## src/rtl/seq_div_16_8_if.sv

```systemverilog
// Valid/ready stream bundle for seq_div_16_8: operand channel in, result channel out.
interface seq_div_16_8_if #(
  parameter int unsigned WIDTH_A = 16,
  parameter int unsigned WIDTH_B = 8
);
  logic               in_valid;
  logic               in_ready;
  logic [WIDTH_A-1:0] dividend;
  logic [WIDTH_B-1:0] divisor;
  logic               out_valid;
  logic               out_ready;
  logic [WIDTH_A-1:0] quotient;
  logic [WIDTH_B-1:0] remainder;
  logic               div_zero;

  // Stimulus / consumer side.
  modport master (
    output in_valid, dividend, divisor, out_ready,
    input  in_ready, out_valid, quotient, remainder, div_zero
  );

  // Divider side.
  modport slave (
    input  in_valid, dividend, divisor, out_ready,
    output in_ready, out_valid, quotient, remainder, div_zero
  );
endinterface

```

## src/rtl/seq_div_16_8.sv

```systemverilog
// Sequential unsigned restoring divider, one quotient bit per cycle.
// Optional build macro: DIV_ZERO_FAST_EN -- a zero divisor bypasses the iteration
// loop and presents the all-ones quotient the cycle after accept.
module seq_div_16_8 #(
  parameter int unsigned WIDTH_A = 16,
  parameter int unsigned WIDTH_B = 8
) (
  input  logic           clk,
  input  logic           rst_n,
  seq_div_16_8_if.slave  bus
);

  localparam int unsigned CntW = $clog2(WIDTH_A + 1);

  typedef enum logic [1:0] {StIdle, StBusy, StDone} state_e;

  state_e             state_q;
  logic [WIDTH_A-1:0] q_q;
  logic [WIDTH_B-1:0] d_q;
  // The partial remainder is always below the divisor, so its top bit is
  // carried only transiently in the trial value t.
  logic [WIDTH_B-1:0] r_q;
  logic [CntW-1:0]    cnt_q;
  logic               in_ready_q;
  logic               out_valid_q;
  logic [WIDTH_A-1:0] quotient_q;
  logic [WIDTH_B-1:0] remainder_q;
  logic               div_zero_q;

  logic [WIDTH_B:0]   t;
  logic               ge;
  logic [WIDTH_B-1:0] r_nxt;
  logic [WIDTH_A-1:0] q_nxt;

  // One restoring iteration: shift in the next dividend bit and trial-subtract.
  always_comb begin
    t     = {r_q, q_q[WIDTH_A-1]};
    ge    = (t >= {1'b0, d_q});
    // The true difference fits in WIDTH_B bits whenever ge holds.
    r_nxt = ge ? (t[WIDTH_B-1:0] - d_q) : t[WIDTH_B-1:0];
    q_nxt = {q_q[WIDTH_A-2:0], ge};
  end

  // Control FSM with datapath and registered outputs.
  always_ff @(posedge clk or negedge rst_n) begin
    if (!rst_n) begin
      state_q     <= StIdle;
      q_q         <= '0;
      d_q         <= '0;
      r_q         <= '0;
      cnt_q       <= '0;
      in_ready_q  <= 1'b1;
      out_valid_q <= 1'b0;
      quotient_q  <= '0;
      remainder_q <= '0;
      div_zero_q  <= 1'b0;
    end else begin
      unique case (state_q)
        StIdle: begin
          if (bus.in_valid) begin
            q_q        <= bus.dividend;
            d_q        <= bus.divisor;
            r_q        <= '0;
            cnt_q      <= CntW'(WIDTH_A);
            div_zero_q <= (bus.divisor == '0);
            in_ready_q <= 1'b0;
            state_q    <= StBusy;
`ifdef DIV_ZERO_FAST_EN
            if (bus.divisor == '0) begin
              quotient_q  <= '1;
              remainder_q <= bus.dividend[WIDTH_B-1:0];
              out_valid_q <= 1'b1;
              state_q     <= StDone;
            end
`endif
          end
        end
        StBusy: begin
          q_q   <= q_nxt;
          r_q   <= r_nxt;
          cnt_q <= cnt_q - CntW'(1);
          if (cnt_q == CntW'(1)) begin
            quotient_q  <= q_nxt;
            remainder_q <= r_nxt;
            out_valid_q <= 1'b1;
            state_q     <= StDone;
          end
        end
        StDone: begin
          if (bus.out_ready) begin
            out_valid_q <= 1'b0;
            in_ready_q  <= 1'b1;
            state_q     <= StIdle;
          end
        end
        default: state_q <= StIdle;
      endcase
    end
  end

  assign bus.in_ready  = in_ready_q;
  assign bus.out_valid = out_valid_q;
  assign bus.quotient  = quotient_q;
  assign bus.remainder = remainder_q;
  assign bus.div_zero  = div_zero_q;

endmodule

```

## src/flat_wrapper.sv

```systemverilog
// flat-port wrapper written by rule: the top's interface ports become plain ports
module seq_div_16_8_flat 
#(
  parameter int unsigned WIDTH_A = 16,
  parameter int unsigned WIDTH_B = 8
)
  (clk, rst_n, bus_in_valid, bus_dividend, bus_divisor, bus_out_ready, bus_in_ready, bus_out_valid, bus_quotient, bus_remainder, bus_div_zero);
  seq_div_16_8_if #(.WIDTH_A(WIDTH_A), .WIDTH_B(WIDTH_B)) bus_i ();
  input  logic clk;
  input  logic rst_n;
  input wire logic [$bits(bus_i.in_valid)-1:0] bus_in_valid;
  input wire logic [$bits(bus_i.dividend)-1:0] bus_dividend;
  input wire logic [$bits(bus_i.divisor)-1:0] bus_divisor;
  input wire logic [$bits(bus_i.out_ready)-1:0] bus_out_ready;
  output wire logic [$bits(bus_i.in_ready)-1:0] bus_in_ready;
  output wire logic [$bits(bus_i.out_valid)-1:0] bus_out_valid;
  output wire logic [$bits(bus_i.quotient)-1:0] bus_quotient;
  output wire logic [$bits(bus_i.remainder)-1:0] bus_remainder;
  output wire logic [$bits(bus_i.div_zero)-1:0] bus_div_zero;
  assign bus_i.in_valid = bus_in_valid;
  assign bus_i.dividend = bus_dividend;
  assign bus_i.divisor = bus_divisor;
  assign bus_i.out_ready = bus_out_ready;
  assign bus_in_ready = bus_i.in_ready;
  assign bus_out_valid = bus_i.out_valid;
  assign bus_quotient = bus_i.quotient;
  assign bus_remainder = bus_i.remainder;
  assign bus_div_zero = bus_i.div_zero;
  seq_div_16_8 #(.WIDTH_A(WIDTH_A), .WIDTH_B(WIDTH_B)) u_core (.clk(clk), .rst_n(rst_n), .bus(bus_i));
endmodule
```

## config.mk

```make
export PLATFORM = sky130hd
export DESIGN_NAME = seq_div_16_8_flat
export DESIGN_NICKNAME = d
export VERILOG_FILES = /design/src/rtl/seq_div_16_8_if.sv /design/src/rtl/seq_div_16_8.sv /design/src/flat_wrapper.sv
export SDC_FILE = /design/constraint.sdc
export NUM_CORES = 1
export LEC_CHECK = 0
export BUFFER_PORTS_ARGS = -buffer_cell sky130_fd_sc_hd__buf_2
export CAP_MARGIN = 20
export CORE_MARGIN = 2
export CORE_UTILIZATION = 60
export CTS_CLUSTER_DIAMETER = 80
export DETAILED_ROUTE_END_ITERATION = 8
export GPL_ROUTABILITY_DRIVEN = 0
export PLACE_DENSITY = 0.8
export SYNTH_ARGS = -nofsm -noshare
export SYNTH_HDL_FRONTEND = slang
export SYNTH_SLANG_ARGS = --single-unit
```

## constraint.sdc

```tcl
create_clock -name clk -period 3.4 [get_ports clk]
set_input_delay 0.68 -clock clk [delete_from_list [all_inputs] [get_ports clk]]
set_output_delay 0.68 -clock clk [all_outputs]
set_load 0.05 [all_outputs]
```

==> flow_summary.toml, run 1 <==
[yosys]
synth-async-reset-ratio_pct = 100.0
netlist_top_cells_area = "dfrtp_1 50%, nand2_1 12%, ha_1 3.8%, a22oi_1 3.7%, o21ai_0 2.9%"
ys.flop_type = "dfrtp_1"
synthCells = 357
ys_types = 48
yosys_warnings = 0
synth_edf_count = 0
synth_area_per_cell_um2 = 9.109
ys_seq_elements = 66
synth.top_cell.area_share_pct = 50.02
syn_area_um2 = 3252
yosysSeqAreaShare_pct = 50.83
synth_nets = 396
yosys-top-cells-count = "100 x nand2_1, 65 x dfrtp_1, 19 x o21ai_0"
yosysMostFrequentCell = "nand2_1"
yosysTopAreaCell = "dfrtp_1"

[critical_path]
slowest_stage = "o221ai_2"
worstSetupPathType = "register to register"
critPathBufInv = 0
crit_family = "compound AO/OA/AOI/OAI gates"
rrSetupSlack_ps = 850
crit_path_max_incr_delay_ps = 660
arrival_ps = 2790
worstReg2RegStart = "u_core.r_q[3]"
cp_max_fo = 17
crit_path_cell_trace = "ha_1 -> a21o_1 -> a31o_1 -> o221ai_2 -> nand3_1 -> a32o_1"
r2r_cells = 6
critPathRequiredTime_ps = 3640
critPathLaunchType = "register"
end_kind = "register"
timing.rr.end = "u_core.r_q[0]"

[timing]
setup-violations-final = 0
fin_setup_tns_ps = 0
skew_ps = 9.339
final.setup.worst_slack_ps = 848.7
hold_ws_ps = 471.8
slew_viol_final = 0
slew_headroom_pct = 37.42
worst_pin_slew_ps = 936.5
rsz0062_at_grt = "no"
timing.final.crit_share_pct = 75.04
min_period_ps = 2551
hold_violations = 0
fmax_mhz = 392.0

[power_and_ir_drop]
peakVddDrop_uv = 720.2
report.power.total_mw = 4.608
p_int_mw = 2.356
combPwrFrac_pct = 54.4
p_switching_mw = 2.252
leakage_nw = 1.878
p_per_area_nw_per_um2 = 1225
swShare_pct = 48.87
p_clk_share_pct = 14.7
power_frac_seq_pct = 30.9

[layout]
final_cell_count_no_fill = 482
diodes = 0
fillCellCount = 409
nets = 446
multi_input_area_um2 = 1465
fin_area_um2 = 3761
seq_area_um2 = 1653
utilization_pct = 72.71
area_growth_pct = 15.66
drive_gt1_share_pct = 19.42

[clock_tree]
cts-resized-gates = 0
cts_max_path_buffers = 2
htree_num_levels = 3
root_buffer = "clkbuf_8"
clkLatencyLatePin_ps = 350
cts_setup_buffers = 0
cts_tree = "yes"
ctsHoldBuffers = 0
clock_sinks = 66
numCtsBuffers = 9
path_clk_slew_ps = 80

[job]
cap_violations = 0

[drt]
vias = 2772
finalWirelength_um = 7304
antenna_left = 0
first_iter_violations = 158
viasPerCell = 5.751
drcViolationCount = 0
dr.pass1.iters = 5
wl_per_cell_um = 15.15

[global_routing]
antenna_found_initial = 0
track_usage_pct = 26.92
grt_overflow_total = 0
grt_pass1_vias = 2741
grt_pass1_wl_um = 12740
grt_max_degree = 67

[floorplan]
initial_utilization_pct = 62.87
core_um2 = 5172
pin_count = 55
die_w_um = 77.62
rows = 26
die_y_um = 77.62
die_area_um2 = 6025

[placement]
placed_cells = 466
placed_cell_area_um2 = 3558
dp_slack_ps = 939.9
port-buffer-count = 54
post-dp-hpwl_um = 4825

[min_path]
holdCritStartpoint = "u_core.bus.quotient[1]"
hold_depth = 2
hold_end = "u_core.bus.quotient[1]"
worstHoldPathType = "register to register"

[run_status]
status = "completed"
cells by family after synthesis:
logic type | Yosys count | synth area share (%)
flops | 66 | 50.83
buf+inv | 33 | 4.194
simple gates | 158 | 21.32
fa+ha+maj | 11 | 4.463
mux | 2 | 0.6156
xor+xnor | 3 | 0.8082
compound gates | 84 | 17.78
worst max path at each step:
stage / startpoint / cells past startpoint / endpoint / slack [ps]
2_1_floorplan: u_core.r_q[3] / 6 / u_core.r_q[2] / 1360
3_3_place_gp: u_core.r_q[3] / 6 / u_core.r_q[0] / 1040
3_5_place_dp: u_core.r_q[3] / 6 / u_core.r_q[0] / 940
4_1_cts: u_core.r_q[3] / 6 / u_core.r_q[0] / 900
5_1_grt: u_core.r_q[3] / 6 / u_core.r_q[0] / 740
6_report: u_core.r_q[3] / 6 / u_core.r_q[0] / 850
power groups by stage:
stage / logic [mW] / clock network, mW / registers [mW]
floorplan: 1.50 / 0 / 1.84
CTS: 2.49 / 0.691 / 1.42
global placement: 2.40 / 0 / 1.42
detailed placement: 2.47 / 0 / 1.44
global route: 2.77 / 0.722 / 1.48
finish: 2.51 / 0.677 / 1.43
final cells by class:
type                    instances  area share, %
clock buffers                  10          3.659
clock inverters                 6          1.730
inverters                      14          1.397
multi-input cells             258          38.96
flip-flops and latches         66          43.95
well taps                      70          2.329
repair buffers                 58          7.984
per-layer routing:
layer  up-vias  track usage, %  wire (um)
met5         -               0          0
met4         0           8.750         88
met3         9           6.977        427
met2        87           42.24       3401
met1      1323           36.73       3387
li1       1353               -          -
worst register-to-register path: cells and delay by family (launching register included):
kind,cells,cell delay [ps]
flip-flops,1,410
AND/OR/NAND/NOR,1,240
adder cells (fa/ha/maj),1,370
AO/OA/AOI/OAI,4,1420
placed cells by master, fill, tap and decap left out, types with 2 or more instances in the layout:
cell type,count
a31oi_1,5
nor3_1,4
nor4_1,2
a211oi_1,2
a211o_1,4
o21ai_1,3
a21o_1,3
o21ai_0,19
buf_2,54
dfrtp_1,65
a21oi_1,13
or3_1,3
clkinv_2,2
a22oi_1,16
mux2i_1,2
o31ai_1,2
buf_4,4
nand4_1,6
o211ai_1,4
inv_1,14
and3_1,2
nand2_1,100
xor2_1,3
ha_1,10
nand3_1,12
nand2b_1,4
a31o_1,3
nor2_1,16
clkbuf_8,10
state kept, by name, indices dropped and copies added (netlist names):
name                  cells
u_core.q_q               16
u_core.bus.quotient      16
u_core.d_q                8
u_core.r_q                8
u_core.bus.out_valid      1
u_core.bus.div_zero       1
u_core.state_q            2
u_core.cnt_q              5
u_core.bus.in_ready       1
u_core.bus.remainder      8
(Power assumes the default switching activity.)
==> run 2, diff against run 1 <==
--- a/config.mk
+++ b/config.mk
@@ -8,11 +8,11 @@
 export BUFFER_PORTS_ARGS = -buffer_cell sky130_fd_sc_hd__buf_2
 export CAP_MARGIN = 20
 export CORE_MARGIN = 2
-export CORE_UTILIZATION = 60
+export CORE_UTILIZATION = 56
 export CTS_CLUSTER_DIAMETER = 80
 export DETAILED_ROUTE_END_ITERATION = 8
 export GPL_ROUTABILITY_DRIVEN = 0
-export PLACE_DENSITY = 0.8
+export PLACE_DENSITY = 0.76
 export SYNTH_ARGS = -nofsm -noshare
 export SYNTH_HDL_FRONTEND = slang
 export SYNTH_SLANG_ARGS = --single-unit
==> constraint.sdc (replaced) <==
create_clock -name clk -period 2.6 [get_ports clk]
set_input_delay 0.52 -clock clk [delete_from_list [all_inputs] [get_ports clk]]
set_output_delay 0.52 -clock clk [all_outputs]
set_load 0.05 [all_outputs]
==> flow_summary.toml, run 2 (same netlist as run 1, synthesis figures left out) <==
[floorplan]
pin_count = 55
rows = 27
die_y_um = 80.21
core_um2 = 5574
die_w_um = 80.21
die_area_um2 = 6433
initial_utilization_pct = 58.34

[critical_path]
crit_family = "compound AO/OA/AOI/OAI gates"
crit_path_max_incr_delay_ps = 420
worstSetupPathType = "register to register"
end_kind = "register"
crit_path_cell_trace = "ha_1 -> a21o_1 -> a31o_1 -> o221a_1 -> or3_1 -> a31o_1"
cp_max_fo = 11
crit_top_cell = "a31o_1"
critPathLaunchType = "register"
critPathBufInv = 0
arrival_ps = 2540
slowest_stage = "dfrtp_1"
critPathRequiredTime_ps = 2830

[drt]
antenna_left = 0
first_iter_violations = 202
vias = 2737
viasPerCell = 5.597
drcViolationCount = 0
finalWirelength_um = 7265
dr.pass1.iters = 5
wl_per_cell_um = 14.86

[clock_tree]
ctsHoldBuffers = 0
clkLatencyLatePin_ps = 340
root_buffer = "clkbuf_8"
path_clk_slew_ps = 80
numCtsBuffers = 9
cts-resized-gates = 0
cts_tree = "yes"
cts_setup_buffers = 0
htree_num_levels = 3
clock_sinks = 66
cts_max_path_buffers = 2

[min_path]
worstHoldPathType = "input pin to asynchronous set/reset pin"

[layout]
fillCellCount = 454
seq_area_um2 = 1653
layout_common_cells = "100 x nand2_1, 65 x dfrtp_1, 54 x buf_2, 19 x o21ai_0"
final_common_cell = "nand2_1"
area_growth_pct = 18.51
diodes = 0
nets = 451
fin_area_um2 = 3854
utilization_pct = 69.14
drive_gt1_share_pct = 20.14
multi_input_area_um2 = 1465

[timing]
fin_setup_tns_ps = 0
setup-violations-final = 0
hold_violations = 0
fmax_mhz = 432.2
skew_ps = 9.731
worst_pin_slew_ps = 520.6
min_period_ps = 2314
rsz0062_at_grt = "no"
slew_headroom_pct = 65.18
final.setup.worst_slack_ps = 286.3
slew_viol_final = 0
timing.final.crit_share_pct = 88.99

[global_routing]
track_usage_pct = 25.41
grt_overflow_total = 0
grt_pass1_vias = 2666
antenna_found_initial = 0
grt_pass1_wl_um = 12610
grt_max_degree = 61

[power_and_ir_drop]
leakage_nw = 1.920
p_per_area_nw_per_um2 = 1606
swShare_pct = 46.88
combPwrFrac_pct = 53.0
peakVddDrop_uv = 871.3
p_clk_share_pct = 16.8
p_switching_mw = 2.902
p_int_mw = 3.289
power_frac_seq_pct = 30.1

[placement]
port-buffer-count = 54
dp_slack_ps = 312.6
placed_cell_area_um2 = 3611
post-dp-hpwl_um = 4924

[job]
cap_violations = 0

[run_status]
status = "completed"
==> run 2: cell count changes in the layout (fill, tap and decap cells not counted) <==
cell / delta
clkbuf_8: -1
clkinv_4: +1
clkinv_2: -2
buf_12: +1
clkbuf_1: +1
buf_4: +4
inv_6: -1
bufinv_16: +2
==> run 2: worst paths after layout <==
path / slack, ps / to / cells after the start / from
min in group clk: 390 / u_core.q_q[5] / 3 / bus_dividend[5]
hold reg to reg: 470 / u_core.bus.quotient[7] / 2 / u_core.bus.quotient[7]
setup reg to reg: 290 / u_core.r_q[2] / 6 / u_core.r_q[3]
hold / removal: 6 / u_core.bus.quotient[6] / 1 / rst_n
max in group asynchronous: 1990 / u_core.bus.in_ready / 2 / rst_n
setup / recovery: 290 / u_core.r_q[2] / 6 / u_core.r_q[3]
==> run 2: metrics by stage <==
step / power [mW] / cells / hold WS [ps]
final: 6.191 / 489 / 6.190
after global routing: 6.696 / 489 / 7.243
after CTS: 6.198 / 489 / 1.705
after detailed placement: 5.138 / 473 / 373.3
after global placement: 5.037 / 473 / 366.6
after floorplan: 4.371 / 357 / 224.4
==> run 2: cell type report <==
type	count	area share, %
clock buffer	10	3.312
clock inverter	6	2.987
inverter	14	1.364
multi-input combinational	258	38.02
sequential	66	42.89
tap	72	2.338
timing repair buffer	63	9.091
==> run 2: layer usage <==
layer / share of wire (%) / global-route usage, %
met5: 0 / 0
met4: 1.4 / 9.831
met3: 5.3 / 3.820
met2: 46 / 38.83
met1: 47 / 36.73
==> run 2: worst reg2reg max path, stage by stage, from the launching register on <==
cell and delay [ps]:
dfrtp_1 420, ha_1 380, a21o_1 240, a31o_1 220
o221a_1 370, or3_1 380, a31o_1 200
==> run 2: power by group through the flow <==
| stage | Clock (mW) | Sequential [mW] | Combinational [mW] |
|---|---|---|---|
| 4_1_cts | 1.06 | 1.86 | 3.28 |
| 3_3_place_gp | 0 | 1.85 | 3.19 |
| 2_1_floorplan | 0 | 2.41 | 1.96 |
| 3_5_place_dp | 0 | 1.87 | 3.27 |
| 5_1_grt | 1.10 | 1.93 | 3.67 |
| 6_report | 1.04 | 1.86 | 3.28 |
==> run 3, diff against run 2 <==
--- a/config.mk
+++ b/config.mk
@@ -5,6 +5,7 @@
 export SDC_FILE = /design/constraint.sdc
 export NUM_CORES = 1
 export LEC_CHECK = 0
+export ABC_AREA = 1
 export BUFFER_PORTS_ARGS = -buffer_cell sky130_fd_sc_hd__buf_2
 export CAP_MARGIN = 20
 export CORE_MARGIN = 2
@@ -12,7 +13,7 @@
 export CTS_CLUSTER_DIAMETER = 80
 export DETAILED_ROUTE_END_ITERATION = 8
 export GPL_ROUTABILITY_DRIVEN = 0
-export PLACE_DENSITY = 0.76
+export PLACE_DENSITY = 0.84
 export SYNTH_ARGS = -nofsm -noshare
 export SYNTH_HDL_FRONTEND = slang
 export SYNTH_SLANG_ARGS = --single-unit
==> flow_summary.toml, run 3 <==
[yosys]
yosysMostFrequentCell = "nand2_1"
synth_area_per_cell_um2 = 8.976
ys_types = 35
yosysSeqAreaShare_pct = 49.24
ys_seq_elements = 66
yosys-top-cells-count = "115 x nand2_1, 65 x dfrtp_1, 39 x inv_1"
synth.top_cell.area_share_pct = 48.45
synth-async-reset-ratio_pct = 100.0
synth_nets = 413
synthCells = 374
syn_area_um2 = 3357
netlist_top_cells_area = "dfrtp_1 48%, nand2_1 13%, inv_1 4.4%, ha_1 3.7%, o21ai_2 3.7%"
ys.flop_type = "dfrtp_1"
yosysTopAreaCell = "dfrtp_1"
yosys_warnings = 0
synth_edf_count = 0

[critical_path]
arrival_ps = 2170
cp_max_fo = 2
critPathRequiredTime_ps = 2870
crit_path_max_incr_delay_ps = 430
critPathLaunchType = "register"
slowest_stage = "fa_1"
worstSetupPathType = "register to register"
end_kind = "register"
crit_path_cell_trace = "ha_1 -> fa_1 -> inv_1 -> nand3_1 -> nand3_1 -> xor2_1 -> nand2_2 -> nand2_2 -> nand2_1 -> nand2_1"

[floorplan]
pin_count = 55
die_y_um = 81.43
die_area_um2 = 6630
rows = 28
initial_utilization_pct = 57.38
die_w_um = 81.43
core_um2 = 5851

[clock_tree]
cts_setup_buffers = 0
ctsHoldBuffers = 0
clock_sinks = 66
cts_max_path_buffers = 2
htree_num_levels = 3
root_buffer = "clkbuf_8"
path_clk_slew_ps = 70
cts_tree = "yes"
clkLatencyLatePin_ps = 340
cts-resized-gates = 0
numCtsBuffers = 9

[drt]
met3RoutedLength_um = 338
dr.pass1.iters = 6
first_iter_violations = 179
top_layer_used = "met4"
met1_length_um = 3244
vias = 2759
finalWirelength_um = 7312
drcViolationCount = 0
met2_length_um = 3614
antenna_left = 0
viasPerCell = 5.399
wl_per_cell_um = 14.31

[global_routing]
antenna_found_initial = 0
grt_pass1_vias = 2582
grt_overflow_total = 0
track_usage_pct = 23.35
grt_max_degree = 41
grt_pass1_wl_um = 11880

[job]
cap_violations = 0

[timing]
hold_violations = 0
fmax_mhz = 527.2
min_period_ps = 1897
slew_headroom_pct = 48.63
skew_ps = 8.998
worst_pin_slew_ps = 769.5
setup-violations-final = 0
timing.final.crit_share_pct = 72.95
hold_ws_ps = 125.5
fin_setup_tns_ps = 0
slew_viol_final = 0
rsz0062_at_grt = "no"

[layout]
fillCellCount = 488
drive_gt1_share_pct = 27.06
diodes = 0
nets = 470
fin_area_um2 = 3819
layout_common_cells = "115 x nand2_1, 65 x dfrtp_1, 54 x buf_2, 39 x inv_1, 24 x o21ai_0"
area_growth_pct = 13.75
utilization_pct = 65.27
final_common_cell = "nand2_1"

[placement]
post-dp-hpwl_um = 5141
port-buffer-count = 54
placed_cell_area_um2 = 3632

[min_path]
worstHoldPathType = "input pin to asynchronous set/reset pin"

[run_status]
status = "completed"
==> run 3: layout make-up <==
type | instances | area [um^2] | share of cell area (%)
Tap cell | 75 | 93.84 | 2.457
Multi-Input combinational cell | 250 | 1411 | 36.96
Inverter | 46 | 173.9 | 4.554
Sequential cell | 66 | 1653 | 43.28
Clock inverter | 5 | 55.05 | 1.442
Clock buffer | 11 | 131.4 | 3.440
Timing Repair Buffer | 58 | 300.3 | 7.864
==> run 3: critical path: cells and delay by family, from the launching register on <==
kind	cells	cell delay (ps)
fa+ha+maj	2	670
simple gates	6	440
flops	1	390
xor+xnor	1	230
buf+inv	1	100
==> run 3: kinds of logic after synthesis <==
logic type                 after synthesis  synth area share [%]
and+or+nand+nor                        175                 24.90
DFF                                     66                 49.24
AOI/OAI and AO/OA                       60                 11.74
buffers and inverters                   58                 8.721
adders and majority gates               11                 4.324
xor gates and xnor gates                 3                0.7828
muxes                                    1                0.2982
==> run 3: layer usage <==
| layer | track usage (%) | vias to the layer above |
|---|---|---|
| met5 | 0 | - |
| met4 | 8.136 | 0 |
| met3 | 3.736 | 12 |
| met2 | 37.95 | 82 |
| met1 | 31.93 | 1345 |
| li1 | - | 1320 |
==> run 3: path summary, 6_finish.rpt <==
| path | start | to | slack [ps] | cells after the start |
|---|---|---|---|---|
| min in group clk | bus_out_ready | u_core.state_q[1] | 370 | 2 |
| worst max-delay path | u_core.d_q[0] | u_core.bus.remainder[4] | 700 | 10 |
| max in group asynchronous | rst_n | u_core.bus.in_ready | 1770 | 2 |
| worst min-delay path | rst_n | u_core.d_q[6] | 130 | 1 |
| worst min register to register | u_core.bus.in_ready | u_core.bus.in_ready | 480 | 2 |
| worst max register to register | u_core.d_q[0] | u_core.bus.remainder[4] | 700 | 10 |
==> run 3: through the flow <==
stage,setup slack [ps],instances
6_report,703.3,511
5_1_grt,633.5,511
4_1_cts,746.8,511
3_5_place_dp,783.9,495
3_3_place_gp,811.0,495
2_1_floorplan,982.4,374
Power of run 3 is not shown: default switching activity piles up to over one toggle a cycle in this logic, so the estimate is an artifact.
